<file path="src/rtl/matrix_operand_loader.sv">
// Purpose : Fetches column-major MATRIX_WIDTH x MATRIX_WIDTH operands A and B from a
//           single-word memory port, one outstanding request at a time, and packs them
//           into beats {A[r][c], A[r+1][c], B[r][c], B[r+1][c]} for the matrix multiplier.
// Ports   : clk/reset (sync, active-high); start/busy/done sequencer handshake;
//           mem_rd_en/mem_addr request, mem_rvalid/mem_rdata response;
//           read_en/rdata beat strobe and data (no backpressure).
// Config  : define LOADER_CHKSUM_EN to add a 16-bit running sum of captured elements (chksum).
module matrix_operand_loader #(
  parameter int WIDTH        = 8,
  parameter int NUM_ELEMENTS = 4,
  parameter int MATRIX_WIDTH = 4,
  parameter int ADDR_WIDTH   = 16,
  parameter int A_BASE       = 0,
  parameter int B_BASE       = 16
) (
  input  logic                          clk,
  input  logic                          reset,
  input  logic                          start,
  output logic                          busy,
  output logic                          done,
  output logic                          mem_rd_en,
  output logic [ADDR_WIDTH-1:0]         mem_addr,
  input  logic                          mem_rvalid,
  input  logic [WIDTH-1:0]              mem_rdata,
  output logic                          read_en,
  output logic [NUM_ELEMENTS*WIDTH-1:0] rdata
`ifdef LOADER_CHKSUM_EN
  ,
  output logic [15:0]                   chksum
`endif
);

  localparam int CW = $clog2(MATRIX_WIDTH);
  localparam logic [CW-1:0] ROW_LAST = CW'(MATRIX_WIDTH - 2);
  localparam logic [CW-1:0] COL_LAST = CW'(MATRIX_WIDTH - 1);
  localparam logic [ADDR_WIDTH-1:0] A_BASE_W = ADDR_WIDTH'(A_BASE);
  localparam logic [ADDR_WIDTH-1:0] B_BASE_W = ADDR_WIDTH'(B_BASE);
  localparam logic [ADDR_WIDTH-1:0] MW_W     = ADDR_WIDTH'(MATRIX_WIDTH);

  typedef enum logic [2:0] {
    S_IDLE,
    S_REQ,
    S_WAIT,
    S_ISSUE,
    S_DONE
  } state_t;

  state_t state, state_nxt;

  // row/col locate the current beat; slot selects which of its four elements is fetched:
  // slot[1] picks the matrix (0=A, 1=B), slot[0] picks row r or r+1.
  logic [CW-1:0]                   row, col;
  logic [1:0]                      slot;
  logic [WIDTH-1:0]                slot0, slot1, slot2;
  logic [NUM_ELEMENTS*WIDTH-1:0]   rdata_q;
  logic [ADDR_WIDTH-1:0]           slot_addr;
  logic                            last_beat;
`ifdef LOADER_CHKSUM_EN
  logic [15:0]                     chksum_q;
`endif

  always_comb begin
    slot_addr = (slot[1] ? B_BASE_W : A_BASE_W)
              + ADDR_WIDTH'(col) * MW_W
              + ADDR_WIDTH'(row)
              + ADDR_WIDTH'(slot[0]);
  end

  assign last_beat = (row == ROW_LAST) && (col == COL_LAST);

  always_comb begin
    state_nxt = state;
    case (state)
      S_IDLE:  if (start) state_nxt = S_REQ;
      S_REQ:   state_nxt = S_WAIT;
      S_WAIT:  if (mem_rvalid) state_nxt = (slot == 2'd3) ? S_ISSUE : S_REQ;
      S_ISSUE: state_nxt = last_beat ? S_DONE : S_REQ;
      S_DONE:  state_nxt = S_IDLE;
      default: state_nxt = S_IDLE;
    endcase
  end

  // Moore outputs: every strobe lasts exactly the one cycle spent in its state.
  assign busy      = (state != S_IDLE);
  assign done      = (state == S_DONE);
  assign mem_rd_en = (state == S_REQ);
  assign read_en   = (state == S_ISSUE);
  assign mem_addr  = (state == S_REQ) ? slot_addr : '0;
  assign rdata     = rdata_q;
`ifdef LOADER_CHKSUM_EN
  assign chksum    = chksum_q;
`endif

  always_ff @(posedge clk) begin
    if (reset) begin
      state   <= S_IDLE;
      row     <= '0;
      col     <= '0;
      slot    <= '0;
      slot0   <= '0;
      slot1   <= '0;
      slot2   <= '0;
      rdata_q <= '0;
`ifdef LOADER_CHKSUM_EN
      chksum_q <= '0;
`endif
    end else begin
      state <= state_nxt;
      case (state)
        S_IDLE: begin
          if (start) begin
            row  <= '0;
            col  <= '0;
            slot <= '0;
`ifdef LOADER_CHKSUM_EN
            chksum_q <= '0;
`endif
          end
        end
        S_WAIT: begin
          if (mem_rvalid) begin
            slot <= slot + 2'd1;
            // The fourth element goes straight into the beat register, so rdata is
            // already valid in the ISSUE cycle and holds until the next beat.
            case (slot)
              2'd0:    slot0   <= mem_rdata;
              2'd1:    slot1   <= mem_rdata;
              2'd2:    slot2   <= mem_rdata;
              default: rdata_q <= {slot0, slot1, slot2, mem_rdata};
            endcase
`ifdef LOADER_CHKSUM_EN
            chksum_q <= chksum_q + 16'(mem_rdata);
`endif
          end
        end
        S_ISSUE: begin
          if (row == ROW_LAST) begin
            row <= '0;
            col <= col + CW'(1);
          end else begin
            row <= row + CW'(2);
          end
        end
        default: ;
      endcase
    end
  end

endmodule

</file>
<file path="config.mk">
export PLATFORM = sky130hd
export DESIGN_NAME = matrix_operand_loader
export DESIGN_NICKNAME = d
export VERILOG_FILES = /design/src/rtl/matrix_operand_loader.sv
export SDC_FILE = /design/constraint.sdc
export NUM_CORES = 1
export LEC_CHECK = 0
export CORE_ASPECT_RATIO = 0.75
export CORE_MARGIN = 3
export CORE_UTILIZATION = 35
export CTS_BUF_LIST = sky130_fd_sc_hd__clkbuf_4
export CTS_CLUSTER_SIZE = 30
export DETAILED_ROUTE_END_ITERATION = 8
export PLACE_DENSITY = 0.62
export SYNTH_ARGS = -nofsm -noshare
export SYNTH_HDL_FRONTEND = slang
export SYNTH_SLANG_ARGS = --single-unit
</file>
<file path="constraint.sdc">
create_clock -name clk -period 1.8 [get_ports clk]
set_clock_uncertainty 0.15 [all_clocks]
set_input_delay 0.36 -clock clk [delete_from_list [all_inputs] [get_ports clk]]
set_output_delay 0.36 -clock clk [all_outputs]
set_load 0.01 [all_outputs]
</file>
# --- Word-level counts from Yosys, hierarchy flattened ---
# Cells that the tools add are included.
classes:
  addsub: 6
  shifts: 0
  div: 0
  reduce_logical: 15
  n_bitwise: 1
  mul: 0
  eq_ne: 12
  muxes: 14
  order_cmp: 0
ops:
  columns: ["op", "count"]
  rows:
  - ["$reduce_and A3 Y1", 6]
  - ["$pmux W2 S2", 3]
  - ["$pmux W3 S4", 1]
  - ["$mux W2", 5]
  - ["$mux W3", 3]
  - ["$add A7 B1 Y8", 1]
  - ["$eq A2 B2 Y1 const B", 4]
  - ["$mux W8", 1]
  - ["$add A6 B2 Y7", 1]
  - ["$add A5 B4 Y6", 1]
  - ["$eq A3 B2 Y1 const B", 2]
  - ["$mux W5", 1]
  - ["$add A2 B1 Y2 const B", 2]
  - ["$ne A2 B2 Y1 const B", 2]
  - ["$reduce_and A2 Y1", 2]
  - ["$reduce_bool A2 Y1", 2]
  - ["$eq A3 B1 Y1 const B", 1]
  - ["$eq A3 B3 Y1 const B", 1]
  - ["$logic_not A3 Y1", 1]
  - ["$reduce_bool A3 Y1", 1]
  - ["$reduce_or A3 Y1", 1]
  - ["$add A2 B2 Y2 const B", 1]
  - ["$eq A2 B1 Y1 const B", 1]
  - ["$logic_not A2 Y1", 1]
  - ["3 further kinds", 3]
totals:
  inputBits: 12
  reg_bits: 65
  n_memories: 0
  latch_bits: 0
  out_inout_bits: 52
  mem_bits_ro: 0
  ramBits: 0

# --- Longest topological paths before layout ---
# Gate-level depths: netlist of the first run.
logic_depth:
  depth_word: 5
  ltp_mapped: 6
  ltp_nobuf: 4

# --- Worst setup path after synthesis of the first run ---
# OpenSTA, ideal clock, no wires.
synth_path:
  kind: "register -> register"
  start: "register state[1]"
  end: "register slot1[0]"
  n_path_buf: 3
  stages_incl_launch_ff: 7
  setup_slack_ns: 0.375
  t_arrival_ns: 1.204
  setup_time_ns: 0.072
  cell_sequence: "dfxtp_1 > buf_6 > and4bb_1 > buf_6 > and2_4 > buf_6 > mux2i_1"
synth_between:
  elab_chain_len: 2
synth_lines:
  columns: ["item", "line", "source"]
  rows:
  - ["from (decl)", "48", "state_t state, state_nxt;"]
  - ["from (signal assigned)", "108", "state <= state_nxt;"]
  - ["$eq A3 B2 Y1", "109", "case (state)"]
  - ["$reduce_and A3 Y1 (no source line)", null, null]
  - ["to (signal assigned)", "127", "2'd1: slot1 <= mem_rdata;"]
  - ["to (decl)", "54", "logic [WIDTH-1:0] slot0, slot1, slot2;"]
# No other way between the ends.
# A chain may end at the register's enable or synchronous reset.

# --- Worst setup path in the final report of the first run ---
layout_path:
  start: "register state[2]"
  end: "output port busy"
layout_between:
  elab_chain_len: 1
layout_lines:
  columns: ["item", "line", "source"]
  rows:
  - ["$reduce_bool A3 Y1", "84", "assign busy = (state != S_IDLE);"]
  - ["to (decl)", "19", "output logic busy,"]
# No other way between the ends.

==> parameters.txt, run 1 <==
Parameter                              Value

Outcome
  Outcome    complete, but fails checks
  Violations in the final reports    setup timing

Global routing
  Grt ovf    0
  Largest net degree at the start of global routing    40
  Number of antenna violations at the first check in global routing    0
  Most utilized layer in the global route result    met1
  Vias in the first global route    1915
  First-pass GRT wire length    10100 µm
  GR Util met3    5.10%
  Met2 usage    19.3%
  GRT Overall Usage    14.2%
  Met1 demand-to-capacity share in global routing    20.6%

Clock tree
  Insertion delay to the later sink of the worst-skew pair    400 ps
  Count of hold-fix buffers inserted at cts    0
  Clk root buf    sky130_fd_sc_hd__clkbuf_4
  CTS tree    yes
  Clock slew seen by the registers of the worst setup and hold paths    100 ps
  Number of buffers on the longest clock path    2
  Total clock sinks    64
  H-tree depth    3
  Clock buffers created by TritonCTS    9

STA
  Fin. max-slew vios    0
  Least setup slack across all paths after layout    -66.8 ps
  Hold violation total from the final report    0
  Crit path time final    1870 ps
  Count of endpoints failing setup in the final report    2
  Share of the clock period used by the worst path after layout    104%
  Setup repair after global routing missed its margin    true
  Highest clock rate    536 MHz

Synthesis
  Share of the yosys chip area belonging to registers    45.1%
  Number of enable-type register cells in the synthesized netlist    0
  Count of cell types in the netlist    34
  Commonest register cell after synthesis    sky130_fd_sc_hd__dfxtp_1
  Top area cells in the synthesized netlist    sky130_fd_sc_hd__dfxtp_1 (45%), sky130_fd_sc_hd__mux2i_1 (20%), sky130_fd_sc_hd__nand2b_1 (14%)
  Mapped Area    2840 µm²
  Fraction of synthesized cell area taken by the top area cell type    45.1%
  Leading area contributor after synthesis    sky130_fd_sc_hd__dfxtp_1
  Syn. warnings    0
  Post-synthesis cell count    269
  Fraction of registers with async set or reset after synthesis    0%
  #FFs+latches synth    64
  Avg Cell Area, Syn    10.6 µm²

Finish
  Area delta synth->final    27.0%
  Post-layout nets    353
  Share of layout cells above drive strength 1    16.0%
  Post-Route Utilization    47.5%
  Fill cell total of the finished layout    756
  Antenna diodes    0

Min path
  Hold Path Depth    2
  Path category of the worst min-delay check    register to register

Die
  Row Count    27
  Area of the core region    7600 µm²
  Number of placed I/O pins    64
  Die height    84.0 µm
  Die X    110 µm
  Effective utilization at floorplan    37.4%
  Die ar.    9250 µm²

Placement
  Last weighted congestion value of the routability-driven placer    0.804
  Post-DP HPWL    4390 µm
  Buffers on Ports    52

Pwr
  Lkg Pwr    1.77 nW
  Power after layout    2.68 mW
  Power density normalized to cell area    743 nW/µm²
  Peak supply drop    287 µV

Critical path
  Delay of the slowest critical-path stage    350 ps
  Nature of the critical path endpoint    primary output
  Required time reported for the critical path endpoint    1290 ps
  Critical path class    register to primary output
  Cell type of the slowest stage on the worst timing path    sky130_fd_sc_hd__dfxtp_2
  Critical Path, Cell by Cell    buf_6 -> or3_1 -> buf_2
  Crit start category    register
  Count of cells along the worst register-to-register path    6
  Data arrival time of the critical path    1360 ps
  Worst Path Max Fanout    5

Routing
  Via count    1964
  Average via count per standard cell    4.47
  Number of detailed-route iterations in the first pass    4
  Remaining routing DRC violations    0
  WL/cell    13.9 µm
  Total wire length after detailed routing    6120 µm
  DRT iter0 DRCs    61
  Number of nets still failing antenna checks after routing    0

Flow run
  MaxCap Viol Count    0
-- stage by stage --
stage | cell area, µm² | setup TNS [ps] | hold WS, ps | std cells | setup slack, ps
floorplan | 2880 | 0 | 302 | 280 | 375
global placement | 3470 | -2990 | 314 | 421 | -84.8
detailed placement | 3470 | -2830 | 314 | 421 | -102
CTS | 3600 | -95.2 | 329 | 438 | -95.2
global route | 3610 | -341 | 352 | 439 | -144
finish | 3610 | -77.1 | 326 | 439 | -66.8
-- per-layer routing --
layer,up-vias,part of all wire [%],routed length (µm)
met5,-,0,0
met3,6,4.6,284
met4,0,1.3,78
li1,1003,-,-
met2,36,42,2550
met1,919,52,3210
-- layout make-up --
class                   count  area (µm²)  area share (%)
clock buffers              10        75.1            2.08
clock inverters             4        71.3            1.98
inverters                   5        18.8           0.520
multi-input cells         185        1410            39.0
flip-flops and latches     64        1290            35.7
well taps                 101         126            3.50
repair buffers             70         622            17.2
-- timing repair --
item	CTS	global route
pin swaps	1	4
endpoints found under the setup margin	41	7
gates cloned	0	0
buffers inserted	3	1
gates resized for setup	81	1
-- worst max-delay path: cells and delay by family (launching register included) --
kind | cells | cell delay, ps
flops | 1 | 350
buf+inv | 2 | 270
simple gates | 1 | 350
-- where the power goes --
| group | internal (mW) | switching (mW) |
|---|---|---|
| logic | 0.102 | 0.0961 |
| registers | 1.43 | 0.0102 |
| clock network | 0.561 | 0.485 |
-- state kept, by name (all words and copies together) (netlist names) --
register,cells
row,1
slot1,8
rdata,32
col,2
slot,2
slot2,8
slot0,8
state,3
-- path summary, 6_finish.rpt --
kind	startpoint	end	slack, ps
hold / removal	rdata[20]	rdata[20]	330
setup / recovery	state[2]	busy	-70
hold reg to reg	rdata[20]	rdata[20]	330
setup reg to reg	state[1]	slot1[4]	140
-- synthesized netlist by cell type (all sizes together) (2+ instances only) --
| library cell | n |
|---|---|
| nor2 | 6 |
| xnor2 | 2 |
| inv | 5 |
| o21ai | 3 |
| ha | 6 |
| nand2 | 10 |
| buf | 18 |
| mux2i | 56 |
| o31ai | 2 |
| and3 | 2 |
| or3 | 3 |
| nor3 | 2 |
| dfxtp | 64 |
| nor2b | 2 |
| nand3b | 2 |
| nand2b | 65 |
| and2 | 3 |
| clkbuf | 8 |
-- kinds of logic (layout without fill, tap and decap cells) --
kind of cell / Yosys count / after routing / share of synthesized area (%)
fa+ha+maj: 6 / 6 / 2.64
xor+xnor: 2 / 2 / 0.617
mux: 56 / 56 / 19.7
compound gates: 9 / 9 / 2.11
flops: 64 / 64 / 45.1
other cells: 1 / 12 / 0.132
buf+inv: 31 / 89 / 7.79
simple gates: 100 / 100 / 21.9
-- placed cells by master (no fill, tap or decap), drive strengths merged, types with 6 or more instances in the layout --
cell	n
dfxtp	64
nand2	10
conb	12
clkbuf	10
clkdlybuf4s50	11
nand2b	65
nor2	6
buf	27
ha	6
dlygate4sd2	32
mux2i	56
(Power assumes the default switching activity.)
==> run 2: changes to the inputs <==
GPL_TIMING_DRIVEN = 0   (was unset)
==> run 2 against run 1 <==
Critical endpoint unchanged; flip-flop and latch count unchanged; sequential share of layout area decreased by 0.37 points; clock power decreased by 16%; first-iteration DRC count increased by 41%; critical path type unchanged; the flow still finishes with violations (setup timing); wire length increased by 3.5%; design area increased by 1.6%.
==> parameters.txt, run 2 (same netlist as run 1, synthesis figures left out) <==
Parameter                              Value

Routing
  DRT iter0 DRCs    86 (+41%)
  Uppermost signal routing layer after detailed routing    met4
  WL/cell    14.0 µm (about the same)
  Total wire length after detailed routing    6340 µm (+3.5%)
  Number of nets still failing antenna checks after routing    0 (unchanged)
  Remaining routing DRC violations    0 (unchanged)
  Met1 wire length    3200 µm (-0.28%)
  Met3 wire len    291 µm (+2.5%)
  Via count    2036 (+3.7%)
  Number of detailed-route iterations in the first pass    4 (unchanged)
  Average via count per standard cell    4.48 (+0.24%)
  Routed wl met2    2730 µm (+7.1%)

STA
  Hold slack    326 ps (-0.626 ps)
  Setup repair after global routing missed its margin    true
  Share of the clock period used by the worst path after layout    101% (-2.7 points)
  Least setup slack across all paths after layout    -18.8 ps (+47.9 ps)
  Hold violation total from the final report    0 (unchanged)
  Highest clock rate    550 MHz (+2.6%)
  Fin. max-slew vios    0 (unchanged)
  Count of endpoints failing setup in the final report    1 (-1)
  Crit path time final    1820 ps (-47.9 ps)

Die
  Die height    84.0 µm (unchanged)
  Effective utilization at floorplan    37.4% (unchanged)
  Area of the core region    7600 µm² (unchanged)
  Die X    110 µm (unchanged)
  Number of placed I/O pins    64 (unchanged)
  Die ar.    9250 µm² (unchanged)
  Row Count    27 (unchanged)

Pwr
  Power after layout    2.53 mW (-5.5%)
  Power density normalized to cell area    691 nW/µm² (-7.0%)
  Lkg Pwr    1.81 nW (+2.2%)
  Peak supply drop    354 µV (+23%)

Clock tree
  CTS tree    yes
  Insertion delay to the later sink of the worst-skew pair    410 ps (about the same)
  H-tree depth    3 (unchanged)
  Count of hold-fix buffers inserted at cts    0 (unchanged)
  Clk root buf    sky130_fd_sc_hd__clkbuf_4
  Total clock sinks    64 (unchanged)
  Number of buffers on the longest clock path    2 (unchanged)
  Clock buffers created by TritonCTS    9 (unchanged)
  Clock slew seen by the registers of the worst setup and hold paths    110 ps (about the same)

Critical path
  Required time reported for the critical path endpoint    1290 ps (about the same)
  Crit start category    register
  Critical path class    register to primary output
  Count of cells along the worst register-to-register path    6 (unchanged)
  Destination of the worst register-to-register timing path    rdata[27]
  Data arrival time of the critical path    1310 ps (-50 ps)
  Worst reg2reg startpoint    state[2]
  FF-to-FF setup slack    140 ps (about the same)
  Nature of the critical path endpoint    primary output
  Worst Path Max Fanout    8 (+3)

Finish
  Final design instance area without fill    3670 µm² (+1.6%)
  Post-Route Utilization    48.2% (+0.77 points)
  Area delta synth->final    29.1%
  Antenna diodes    0 (unchanged)
  Post-layout nets    367 (+4.0%)
  Flip-flop count of the largest register after layout    32 (unchanged)
  Leading cell type in the layout, fill and taps excluded    sky130_fd_sc_hd__nand2b_1
  Share of layout cells above drive strength 1    17.3% (+1.3 points)
  Commonest non-fill, non-tap cells in the layout    sky130_fd_sc_hd__nand2b_1 (65), sky130_fd_sc_hd__dfxtp_1 (59), sky130_fd_sc_hd__mux2i_1 (56)

Placement
  Place WS    -182 ps (-79.2 ps)
  Post-DP HPWL    4550 µm (+3.6%)
  Instance area at placement    3520 µm² (+1.4%)
  Buffers on Ports    51 (-1.9%)
  Last weighted congestion value of the routability-driven placer    0.798 (-0.71%)

Min path
  Hold Path Depth    2 (unchanged)
  Path category of the worst min-delay check    register to register
  Hold Path End    rdata[20]
  Origin of the worst min-delay path    rdata[20]

Flow run
  MaxCap Viol Count    0 (unchanged)

Global routing
  GRT Overall Usage    14.6% (+0.46 points)
  Grt ovf    0 (unchanged)
  Vias in the first global route    1970 (+2.9%)
  Number of antenna violations at the first check in global routing    0 (unchanged)
  Largest net degree at the start of global routing    11 (-73%)
  First-pass GRT wire length    10100 µm (+0.95%)

Outcome
  Outcome    complete, but fails checks
  Violations in the final reports    setup timing
-- run 2: changes by cell type in the layout (fill, tap and decap cells not counted), moves of 3 or more --
cell / delta
sky130_fd_sc_hd__buf_6: +3
sky130_fd_sc_hd__dfxtp_4: +3
sky130_fd_sc_hd__dfxtp_2: -3
sky130_fd_sc_hd__buf_4: +6
sky130_fd_sc_hd__clkbuf_1: +8
-- run 2: final cells by class --
cell class / count / area (µm²)
well taps: 101 / 126
inverters: 5 / 18.8
repair buffers: 59 / 498
fillers: 758 / 3930
clock inverters: 6 / 51.3
clock buffers: 9 / 67.6
multi-input cells: 185 / 1410
plain buffers: 25 / 198
flip-flops and latches: 64 / 1290
-- run 2: power by group --
part           switching [mW]  leakage, nW  internal [mW]
logic                   0.106         1.22          0.109
registers             0.00823        0.519           1.42
clock network           0.489       0.0681          0.398
-- run 2: routing by layer --
layer  GRT usage, %  vias to the layer above
met1           20.4                      950
met5              0                        -
met4           5.78                        0
met3           4.56                        9
met2           20.8                       45
li1               -                     1032
-- run 2: how the worst max path moves through the flow --
stage | startpoint | endpoint | slack [ps] | cells past startpoint
floorplan | state[1] | slot1[0] | 370 | 6
finish | state[0] | busy | -20 | 3
global route | state[0] | busy | -80 | 3
global placement | state[1] | mem_addr[4] | -170 | 5
detailed placement | mem_rvalid | slot1[1] | -180 | 6
CTS | state[0] | busy | -40 | 3
-- run 2: repair_timing --
item	in CTS	in global routing
gates resized for setup	82	4
pin swaps	2	5
cloned	0	0
endpoints found under the setup margin	41	7
buffers inserted	7	1
-- run 2: critical path: stages (launching register included) --
cell                      delay, ps
sky130_fd_sc_hd__dfxtp_2        340
sky130_fd_sc_hd__buf_6          130
sky130_fd_sc_hd__or3_1          290
sky130_fd_sc_hd__buf_2          140
-- run 2: stage by stage --
step | setup TNS (ps) | std cells
2_1_floorplan | 0 | 280
3_3_place_gp | -5660 | 432
3_5_place_dp | -7170 | 432
4_1_cts | -40.6 | 453
5_1_grt | -374 | 454
6_report | -18.8 | 454
